`config.mk`:
```
export PLATFORM = sky130hd
export DESIGN_NAME = mac_array_ctrl
export DESIGN_NICKNAME = d
export VERILOG_FILES = /design/src/rtl/mac_array_ctrl.sv
export SDC_FILE = /design/constraint.sdc
export NUM_CORES = 1
export LEC_CHECK = 0
export ABC_CLOCK_PERIOD_IN_PS = 1910
export BUFFER_PORTS_ARGS = -buffer_cell sky130_fd_sc_hd__buf_2
export CAP_MARGIN = 20
export CORE_UTILIZATION = 45
export CTS_CLUSTER_SIZE = 20
export DETAILED_ROUTE_END_ITERATION = 12
export MAX_ROUTING_LAYER = met4
export PLACE_DENSITY = 0.7
export SKIP_CTS_REPAIR_TIMING = 1
export SLEW_MARGIN = 20
export SYNTH_ARGS = -nofsm -noshare
export SYNTH_HDL_FRONTEND = slang
export SYNTH_SLANG_ARGS = --single-unit
```
`constraint.sdc`:
```
create_clock -name clk -period 1.91 [get_ports clk]
set_input_delay 0.0955 -clock clk [delete_from_list [all_inputs] [get_ports clk]]
set_output_delay 0.0955 -clock clk [all_outputs]
set_load 0.01 [all_outputs]
```
`src/rtl/mac_array_ctrl.sv`:
```
// Sequencer for the 2-D MAC array: issues weight then activation SRAM reads,
// skews inst/data per row toward the west edge, and counts output valids.
module mac_array_ctrl #(
  parameter int unsigned row    = 8,
  parameter int unsigned col    = 8,
  parameter int unsigned bw     = 4,
  parameter int unsigned addr_w = 11,
  parameter int unsigned cnt_w  = 8
) (
  input  logic                clk,
  input  logic                reset,
  input  logic                start,
  input  logic [addr_w-1:0]   w_base,
  input  logic [addr_w-1:0]   x_base,
  input  logic [cnt_w-1:0]    n_x,
  output logic                sram_cen,
  output logic [addr_w-1:0]   sram_addr,
  input  logic [row*bw-1:0]   sram_q,
  output logic [row*bw-1:0]   in_w,
  output logic [2*row-1:0]    inst_w,
  input  logic [col-1:0]      valid_in,
  output logic                busy,
  output logic                done
);

  localparam logic [cnt_w-1:0] last_w = cnt_w'(col - 1);

  typedef enum logic [2:0] {
    st_idle, st_load, st_exec, st_drain, st_done
  } state_t;

  state_t              state, next_state;
  logic [cnt_w-1:0]    idx, idx_d;
  logic [cnt_w-1:0]    n_x_r, n_x_d;
  logic [cnt_w-1:0]    out_cnt, out_cnt_d;
  logic [addr_w-1:0]   x_base_r, x_base_d;
  logic [addr_w-1:0]   addr_d;
  logic                cen_d, busy_d, done_d;
  logic                unused_valid;

  // Only the last column's valid marks a finished output vector.
  assign unused_valid = ^valid_in[col-2:0];

  always_comb begin
    next_state = state;
    idx_d      = idx;
    n_x_d      = n_x_r;
    x_base_d   = x_base_r;
    out_cnt_d  = out_cnt;
    addr_d     = sram_addr;
    cen_d      = 1'b1;

    if ((state == st_load || state == st_exec || state == st_drain) &&
        valid_in[col-1] && (out_cnt != n_x_r)) begin
      out_cnt_d = out_cnt + cnt_w'(1);
    end

    case (state)
      st_idle: begin
        if (start) begin
          next_state = st_load;
          idx_d      = '0;
          n_x_d      = n_x;
          x_base_d   = x_base;
          out_cnt_d  = '0;
          cen_d      = 1'b0;
          addr_d     = w_base;
        end
      end
      st_load: begin
        if (idx == last_w) begin
          idx_d = '0;
          if (n_x_r == '0) begin
            next_state = st_drain;
          end else begin
            next_state = st_exec;
            cen_d      = 1'b0;
            addr_d     = x_base_r;
          end
        end else begin
          idx_d  = idx + cnt_w'(1);
          cen_d  = 1'b0;
          addr_d = sram_addr + addr_w'(1);
        end
      end
      st_exec: begin
        if (cnt_w'(idx + cnt_w'(1)) == n_x_r) begin
          next_state = st_drain;
          idx_d      = '0;
        end else begin
          idx_d  = idx + cnt_w'(1);
          cen_d  = 1'b0;
          addr_d = sram_addr + addr_w'(1);
        end
      end
      st_drain: begin
        if ((out_cnt == n_x_r) && (inst_w == '0)) next_state = st_done;
      end
      st_done: next_state = st_idle;
      default: next_state = st_idle;
    endcase

    busy_d = (next_state == st_load) || (next_state == st_exec) ||
             (next_state == st_drain);
    done_d = (next_state == st_done);
  end

  always_ff @(posedge clk) begin
    if (reset) begin
      state     <= st_idle;
      idx       <= '0;
      n_x_r     <= '0;
      x_base_r  <= '0;
      out_cnt   <= '0;
      sram_cen  <= 1'b1;
      sram_addr <= '0;
      busy      <= 1'b0;
      done      <= 1'b0;
      inst_w    <= '0;
    end else begin
      state     <= next_state;
      idx       <= idx_d;
      n_x_r     <= n_x_d;
      x_base_r  <= x_base_d;
      out_cnt   <= out_cnt_d;
      sram_cen  <= cen_d;
      sram_addr <= addr_d;
      busy      <= busy_d;
      done      <= done_d;
      // Row 0 holds the raw inst (read type of the previous cycle); row r is row r-1 delayed.
      inst_w    <= {inst_w[2*row-3:0], state == st_exec, state == st_load};
    end
  end

  // Per-row data skew: row r's slice is masked by the raw inst, then delayed r cycles.
  for (genvar r = 0; r < row; r++) begin : g_row
    logic [bw-1:0] head;
    assign head = (inst_w[1:0] != 2'b00) ? sram_q[bw*r +: bw] : '0;

    if (r == 0) begin : g_direct
      assign in_w[bw-1:0] = head;
    end else begin : g_skew
      logic [bw-1:0] chain [r];
      always_ff @(posedge clk) begin
        if (reset) begin
          for (int k = 0; k < r; k++) chain[k] <= '0;
        end else begin
          chain[0] <= head;
          for (int k = 1; k < r; k++) chain[k] <= chain[k-1];
        end
      end
      assign in_w[bw*r +: bw] = chain[r-1];
    end
  end

endmodule

```
Word level (Yosys, flattened, before mapping)
Memory sizes are Yosys's and may differ from the RTL's. Cells that the tools add are included.

Equal/unequal tests: 14. Muxes and demuxes: 63. Add/sub/neg operators: 3. Bitwise logic cells: 27. Reductions and logical operators: 16.

Operator list (count): 4-bit two-way mux (36); 8-bit two-way mux (6); 11-bit two-way mux (4); 11-bit one-hot mux with 3 select lines (1); 1-bit bitwise OR (27); 8-bit one-hot mux with 3 select lines (1); 8-bit by 1-bit adder with 8-bit output (second input constant) (2); 8-bit == test (2); 16-bit zero test (1); 3-bit by 2-bit == test with 1-bit output (second input constant) (4); 3-bit two-way mux (4); 3-bit one-hot mux with 4 select lines (1); 11-bit by 1-bit adder with 11-bit output (second input constant) (1); 1-bit two-way mux (9); 8-bit by 3-bit == test with 1-bit output (second input constant) (1); 8-bit zero test (1); 8-bit inequality test (1); 3-bit by 1-bit == test with 1-bit output (second input constant) (2); 1-bit logical OR (4); 2-bit inequality test (second input constant) (2); 2-bit AND reduction (2); 4-bit AND reduction (1); 4-bit OR reduction (1); 3-bit == test (second input constant) (1); other kinds (6) (8).

Output and inout bits: 62. Register bits after elaboration: 68. Memories kept: 7. Memory bits (writable): 112.

Memories: g_row[7].g_skew.chain (depth 7, bits a word 4, rd ports 7, clocked after memory_dff 0, wr ports 7, RTL line 143) `logic [bw-1:0] chain [r];`; g_row[6].g_skew.chain (depth 6, bits a word 4, rd ports 6, clocked after memory_dff 0, wr ports 6, RTL line 143); g_row[5].g_skew.chain (depth 5, bits a word 4, rd ports 5, clocked after memory_dff 0, wr ports 5, RTL line 143); g_row[4].g_skew.chain (depth 4, bits a word 4, rd ports 4, clocked after memory_dff 0, wr ports 4, RTL line 143); g_row[3].g_skew.chain (depth 3, bits a word 4, rd ports 3, clocked after memory_dff 0, wr ports 3, RTL line 143); g_row[2].g_skew.chain (depth 2, bits a word 4, rd ports 2, clocked after memory_dff 0, wr ports 2, RTL line 143); +1 memories.

Longest topological paths before layout
Gate-level depths: netlist of the first run.

Depth after elaboration: 8. Mapped depth: 10. Mapped depth without buffers: 8.

Worst setup path before layout of the first run
No wires, ideal clock.

Kind: register -> register. From: register idx[0]. To: register sram_addr[10]. Path slack: -184 ps. Arrival time: 2027 ps. Setup time: 67 ps. Stages on the path, launching flop included: 10. Cell sequence: dfxtp_1 > ha_1 > and3b_4 > or3_1 > a31oi_1 > a211oi_2 > a31o_4 > buf_6 > or2_1 > a21oi_2.

Cells in the longest elaborated chain, start to end: 4.

RTL lines: from (decl) (RTL line 33) `logic [cnt_w-1:0] idx, idx_d;`; from (signal assigned) (RTL line 122) `idx <= idx_d;`; 8-bit by 1-bit adder with 8-bit output (RTL line 87) `if (cnt_w'(idx + cnt_w'(1)) == n_x_r) begin`; 8-bit == test (RTL line 87); 2-bit inequality test (no source line); 4-bit AND reduction (no source line); to (signal assigned) (RTL line 127) `sram_addr <= addr_d;`; to (decl) (RTL line 17) `output logic [addr_w-1:0] sram_addr,`.

Several ways; a longest one is shown, not always the timed one. A chain may end at the register's enable or synchronous reset.

Final worst setup path of the first run
From: register idx[1]. To: register sram_addr[6].

The elaborated chain is that of the path after synthesis.

==> summary.md, run 1 <==
| Metric | Value |
|---|---|
| Worst-path clk slew | around 70 ps |
| Max-Slew Margin vs Limit | around a third |
| Clk network pwr share | between 40% and 50% |
| Weighted congestion at the end of routability-driven global placement | between 0.8 and 0.9 |
| Via count | approximately 5100 |
| Total of warnings raised by yosys | 0 |
| Number of input and output port buffers inserted | ~130 |
| Number of storage elements in the synthesis netlist | between 150 and 200 |
| Number of DRC violations after detailed-routing iteration 0 | about 270 |
| Data arrival time of the critical path | 2470 ps |
| Setup repair after global routing missed its margin | yes |
| Number of ports placed on the die boundary | 135 |
| Initial core utilization | between 40% and 50% |
| Row count | 43 |
| Fraction of layout instances using a drive strength above 1 | slightly above 30% |
| Number of CTS-inserted buffers | 17 |
| Sink Count | 180 |
| Slowest library cell on the worst path | sky130_fd_sc_hd__dfxtp_4 |
| Post-route clock period utilization | 114% |
| Net total in the final layout | about 920 |
| Count of endpoints failing setup in the final report | 20 |
| Area share of the largest cell type after synthesis | ~56% |
| Nature of the critical path endpoint | flip-flop |
| Reg power frac | 49.3% |
| Number of levels the H-tree was split into | 4 |
| Mean post-synth cell area | 9.77 µm² |
| Final hold violation count | 0 |
| Largest stage delay on the critical path | between 300 and 400 ps |
| Sequential cell area fraction in the yosys report | a little under three fifths |
| HPWL Detailed | about 9400 µm |
| Final period demand of the worst path | between 2000 and 2500 ps |
| Pwr/cell area | a little over 900 nW/µm² |
| Clock Skew | between 10 and 15 ps |
| Via count normalized by instance count | 4.96 |
| CTS tree | done |
| Cell count after synthesis | around 650 |
| Number of detailed-route iterations in the first pass | 5 |
| Actual transition at the worst max-transition pin | just under 1000 ps |
| Remaining antenna violation count after routing | 0 |
| Area growth syn-to-layout | 35.5% |
| Run status | complete, but fails checks |
| Root Buffer Master | sky130_fd_sc_hd__clkbuf_16 |
| Most area-hungry cell type in the Yosys netlist | sky130_fd_sc_hd__dfxtp_1 |
| Commonest cells after routing, fill and taps aside | 169 x sky130_fd_sc_hd__dfxtp_1, 126 x sky130_fd_sc_hd__buf_2, 104 x sky130_fd_sc_hd__nor2b_1 |
| Cell count after placement | between 900 and 1000 |
| Largest net degree at the start of global routing | 62 |
| Relative contribution of combinational cells to total power | 8.3% |
| Startpoint Class | flip-flop |
| Hold Crit Class | in2reg |
| Core Footprint | ~14000 µm² |
| Count of buffer and inverter cells on the critical path | 0 |
| Largest driver fanout on the critical path | 5 |
| Max-slew violation count | 0 |
| Switching power share of the total | 23.8% |
| Top cell family by delay on the critical path | compound AO/OA/AOI/OAI gates |
| Int Power | 6.01 mW |
| CP required | 2200 ps |
| Clock Latency Late Sink | between 400 and 500 ps |
| Smallest hold slack | between 20 and 25 ps |
| Number of distinct standard cells referenced by the synthesized netlist | 53 |
| Die ar. | between 10000 and 15000 µm² |
| Cell Count, Final, Fillers Out | approximately 1000 |
| Grt total ovfl | 0 |
| DRT Wirelength | approximately 15000 µm |
| Static Leak | around 3.7 nW |
| Critical path start-end classification | reg2reg |
| Global-route wire length before repair | between 20000 and 25000 µm |
| Post-synthesis cell area | 6380 µm² |
| Worst-case clock buffer depth | 2 |
| Upper clock frequency limit | 459 MHz |
| Antenna violations before repair | 0 |
| Total global routing track utilization | 19.5% |
| Final setup margin | -271 ps |
| Mapped Nets | 729 |
| Number of global-route vias before repair | about 4500 |
| Count of filler cells inserted in the layout | between 1000 and 1500 |
| Antenna Diode Count | 0 |
| Die span in x | around 120 µm |
| Most frequent standard cell in the layout excluding fill and tap cells | sky130_fd_sc_hd__dfxtp_1 |
| Max Cap Violations | 0 |
| Largest voltage drop on the vdd net | 566 µV |
| Number of remaining DRC errors | 0 |
| Die outline height | between 100 and 150 µm |
| Top area cells in the synthesized netlist | sky130_fd_sc_hd__dfxtp_1 56%, sky130_fd_sc_hd__nor2b_1 10%, sky130_fd_sc_hd__nand2_1 3.8% |
| Violated checks | setup timing |
| Net load switching power | 1.88 mW |
| Cell-by-cell trace of the critical path | ha_4 -> and3b_4 -> or3_4 -> a31oi_4 -> a211oi_4 -> a31o_4 -> o21ai_0 -> a21oi_1 |
| Routed WL per cell | 14.3 µm |
==> cells by family (layout without fill, tap and decap cells) <==
group           after synthesis  in the layout  synth area share [%]
simple gates                299            299                  25.3
flops                       180            180                  56.5
compound gates               86             88                  8.90
buf+inv                      56            254                  4.61
xor+xnor                     25             25                  3.43
mux                           4              4                 0.647
fa+ha+maj                     3              3                 0.588
==> per-layer routing <==
metal / wire length [µm] / vias up / part of all wire [%] / global-route usage (%)
li1: - / 2535 / - / -
met3: 612 / 26 / 4.1 / 4.89
met5: 0 / - / 0 / -
met1: 6520 / 2436 / 44 / 22.8
met4: 338 / 0 / 2.3 / 10.2
met2: 7320 / 131 / 50 / 31.1
==> state kept, by name, summed over array words and instances, names as in the netlist <==
register	flops
busy	1
out_cnt	8
g_row.g_skew.chain	112
sram_cen	1
idx	8
x_base_r	11
n_x_r	8
done	1
state	3
inst_w	16
sram_addr	11
==> worst min-delay path: stages <==
cell and delay, ps:
sky130_fd_sc_hd__buf_2 80, sky130_fd_sc_hd__a222oi_1 70, sky130_fd_sc_hd__o31ai_2 170
==> synthesized netlist by cell type, drive strengths merged <==
cell type	number
ha	3
clkbuf	25
dfxtp	180
a22o	1
or4	2
o31a	1
nand4	5
nor2	32
inv	4
a211oi	5
mux2i	3
nand3	13
o22ai	2
or2	8
and3b	2
a31o	1
nand2b	6
a22oi	2
and3	4
mux2	1
a311oi	1
a31oi	4
nand2	65
nor3	14
xnor2	8
or3	2
o21a	1
a21o	1
a221oi	1
and2	30
nor4	10
xor2	17
nor2b	104
o211a	1
a21oi	38
nand3b	1
o21ba	1
o31ai	1
or3b	1
o32ai	4
buf	27
a222oi	8
o21ai	13
==> layout make-up <==
| type | instances | area [µm²] | area share [%] |
|---|---|---|---|
| repair buffers | 219 | 1460 | 16.9 |
| inverters | 4 | 15.0 | 0.174 |
| multi-input cells | 419 | 2750 | 31.9 |
| well taps | 180 | 225 | 2.61 |
| flip-flops and latches | 180 | 3620 | 41.9 |
| clock inverters | 11 | 118 | 1.36 |
| clock buffers | 20 | 447 | 5.17 |
==> path summary, 6_finish.rpt <==
check                                                  from                     endpoint  slack (ps)  depth (start not counted)
worst max-delay path                                 idx[1]                 sram_addr[6]        -270                          8
worst min-delay path                              w_base[9]                 sram_addr[9]          20                          3
worst max register to register                       idx[1]                 sram_addr[6]        -270                          8
worst min register to register  g_row[4].g_skew.chain[2][0]  g_row[4].g_skew.chain[3][0]         430                          1
==> power groups by stage <==
stage / clock network (mW) / logic [mW] / registers, mW
final: 3.35 / 0.652 / 3.90
after global placement: 0 / 0.493 / 3.97
after detailed placement: 0 / 0.508 / 3.98
after floorplan: 0 / 0.295 / 3.97
after global routing: 3.57 / 0.714 / 3.90
after CTS: 3.41 / 0.510 / 3.89
==> per-stage QoR <==
stage	worst slack (ps)	setup TNS [ps]	area [µm²]	power [mW]	utilization (%)
floorplan	-98.2	-816	6400	4.27	-
global route	-305	-4460	8640	8.19	62.3
detailed placement	-250	-2820	7290	4.48	52.5
global placement	-232	-2130	7290	4.47	52.5
finish	-271	-2910	8640	7.89	62.3
CTS	-298	-3670	7850	7.81	56.6
No activity file was read; power rests on OpenSTA's default activity.
==> run 2, diff against run 1 <==
- CELL_PAD_IN_SITES_DETAIL_PLACEMENT: not set -> 0
- CELL_PAD_IN_SITES_GLOBAL_PLACEMENT: not set -> 2
- CORE_UTILIZATION: 45 -> 30
- PLACE_DENSITY: 0.7 -> not set
- PLACE_DENSITY_LB_ADDON: not set -> 0.1
==> run 2 against run 1 <==
  * The flow still finishes with violations (setup timing)
  * Sequential power about the same
  * Clock skew up 2.1 ps
  * Count of clock-buffer cells in the layout down 2
  * Largest power group unchanged
==> summary.md, run 2 (same netlist as run 1, synthesis figures left out) <==
| Metric | Value |
|---|---|
| Count of endpoints failing setup in the final report | 20 |
| Weighted congestion at the end of routability-driven global placement | 0.794 |
| Max-slew violation count | 0 |
| Commonest cells after routing, fill and taps aside | 175 x sky130_fd_sc_hd__dfxtp_1, 126 x sky130_fd_sc_hd__buf_2, 104 x sky130_fd_sc_hd__nor2b_1 |
| Startpoint Class | flip-flop |
| Actual transition at the worst max-transition pin | 464 ps |
| Flip-flop count of the largest register, all copies and words added | approximately 110 |
| Switching power share of the total | 25.5% |
| CTS tree | done |
| Number of global-route vias before repair | about 4800 |
| Launching point of the worst reg2reg path | idx[0] |
| Initial core utilization | a little under a third |
| Antenna violations before repair | 0 |
| Grt total ovfl | 0 |
| Violated checks | setup timing |
| Via count | approximately 5000 |
| DRT Wirelength | about 15000 µm |
| Via count normalized by instance count | about 4.4 |
| Number of detailed-route iterations in the first pass | 4 |
| Setup repair after global routing missed its margin | yes |
| Finished layout cell area | a little under 9000 µm² |
| Routed WL per cell | between 10 and 15 µm |
| Largest register by flop count | g_row.g_skew.chain |
| Run status | complete, but fails checks |
| Nature of the critical path endpoint | flip-flop |
| Pwr/cell area | a little over 900 nW/µm² |
| CP required | around 2200 ps |
| Global-route wire length before repair | 23700 µm |
| Most frequent standard cell in the layout excluding fill and tap cells | sky130_fd_sc_hd__dfxtp_1 |
| Final period demand of the worst path | roughly 2200 ps |
| CP startpoint | idx[0] |
| Power consumption | between 7 and 8 mW |
| Cell count after placement | between 1000 and 1500 |
| Number of ports placed on the die boundary | ~140 |
| Remaining antenna violation count after routing | 0 |
| Core Footprint | around 20000 µm² |
| Clk network pwr share | a little over two fifths |
| Registers with the most flip-flops | g_row.g_skew.chain x112, inst_w x16 |
| Clock Skew | 12.2 ps |
| Critical path start-end classification | reg2reg |
| Number of input and output port buffers inserted | between 100 and 150 |
| Die span in x | between 100 and 150 µm |
| Count of filler cells inserted in the layout | ~2100 |
| Die ar. | about 22000 µm² |
| Data arrival time of the critical path | about 2600 ps |
| Number of remaining DRC errors | 0 |
| Int Power | between 5 and 6 mW |
| Upper clock frequency limit | about 450 MHz |
| Hold Crit Class | in2reg |
| Largest net degree at the start of global routing | 85 |
| Largest driver fanout on the critical path | 7 |
| Clock Latency Late Sink | 430 ps |
| Final hold violation count | 0 |
| Antenna Diode Count | 0 |
| Area growth syn-to-layout | 35.8% |
| HPWL Detailed | a little over 10000 µm |
| Setup TNS after final layout | -4370 ps |
| Relative contribution of combinational cells to total power | just over 8% |
| Die outline height | approximately 150 µm |
| Row count | 52 |
| Fraction of layout instances using a drive strength above 1 | between 20 and 30% |
| Post-placement cell area | between 7000 and 8000 µm² |
| Reg power frac | about half |
| Largest voltage drop on the vdd net | 585 µV |
| Final setup margin | -337 ps |
| Root Buffer Master | sky130_fd_sc_hd__clkbuf_16 |
| Max Cap Violations | 0 |
| Cell Count, Final, Fillers Out | around 1100 |
| Worst-case clock buffer depth | 2 |
| Sink Count | 180 |
| Static Leak | about 3.7 nW |
| Number of levels the H-tree was split into | 4 |
| Number of DRC violations after detailed-routing iteration 0 | around 190 |
| Number of CTS-inserted buffers | 17 |
| Critical hold path startpoint | w_base[9] |
| Net load switching power | about 2 mW |
| Post-route clock period utilization | 118% |
| Max-Slew Margin vs Limit | between 60 and 70% |
| Total global routing track utilization | roughly 14% |
| Net total in the final layout | 928 |
| Worst-path clk slew | 80 ps |
-- run 2: worst paths after layout --
| check | depth (start not counted) | endpoint | slack [ps] |
|---|---|---|---|
| max | 9 | sram_addr[3] | -340 |
| min | 3 | sram_addr[9] | 50 |
| max reg2reg | 9 | sram_addr[3] | -340 |
| min reg2reg | 1 | g_row[7].g_skew.chain[0][13] | 430 |
-- run 2: per-stage QoR --
stage | setup WS (ps) | utilization (%) | hold slack [ps]
after floorplan | -98.2 | - | 217
after global placement | -219 | 36.6 | 296
after detailed placement | -309 | 36.6 | 297
after CTS | -341 | 39.5 | -160
after global routing | -393 | 42.1 | 53.1
final | -337 | 42.1 | 45.2
-- run 2: layout make-up --
cell class,count,area (µm²),area share (%)
flip-flops and latches,180,3610,41.7
multi-input cells,418,2560,29.5
repair buffers,231,1550,17.9
clock buffers,18,429,4.95
well taps,270,338,3.90
clock inverters,14,161,1.86
inverters,4,15.0,0.173
-- run 2: per-layer routing --
metal | GRT usage (%) | part of all wire, % | up-vias
li1 | - | - | 2553
met1 | 17.5 | 48 | 2313
met2 | 22.6 | 46 | 103
met3 | 4.35 | 4.5 | 10
met4 | 4.02 | 0.84 | 0
met5 | - | 0 | -
-- run 2: power by group through the flow --
| stage | combinational (mW) | clock, mW | sequential, mW |
|---|---|---|---|
| after floorplan | 0.295 | 0 | 3.97 |
| after global placement | 0.539 | 0 | 3.98 |
| after detailed placement | 0.550 | 0 | 3.98 |
| after CTS | 0.551 | 3.52 | 3.89 |
| after global routing | 0.714 | 3.70 | 3.90 |
| final | 0.644 | 3.40 | 3.89 |
-- run 2: critical path: stages (launching register included) --
cell and delay, ps:
sky130_fd_sc_hd__dfxtp_4 350, sky130_fd_sc_hd__ha_4 170, sky130_fd_sc_hd__and3b_4 170, sky130_fd_sc_hd__or3_1 320, sky130_fd_sc_hd__a31oi_2 220, sky130_fd_sc_hd__a211oi_2 50
sky130_fd_sc_hd__buf_4 180, sky130_fd_sc_hd__a31o_4 270, sky130_fd_sc_hd__buf_4 160, sky130_fd_sc_hd__o32ai_1 270
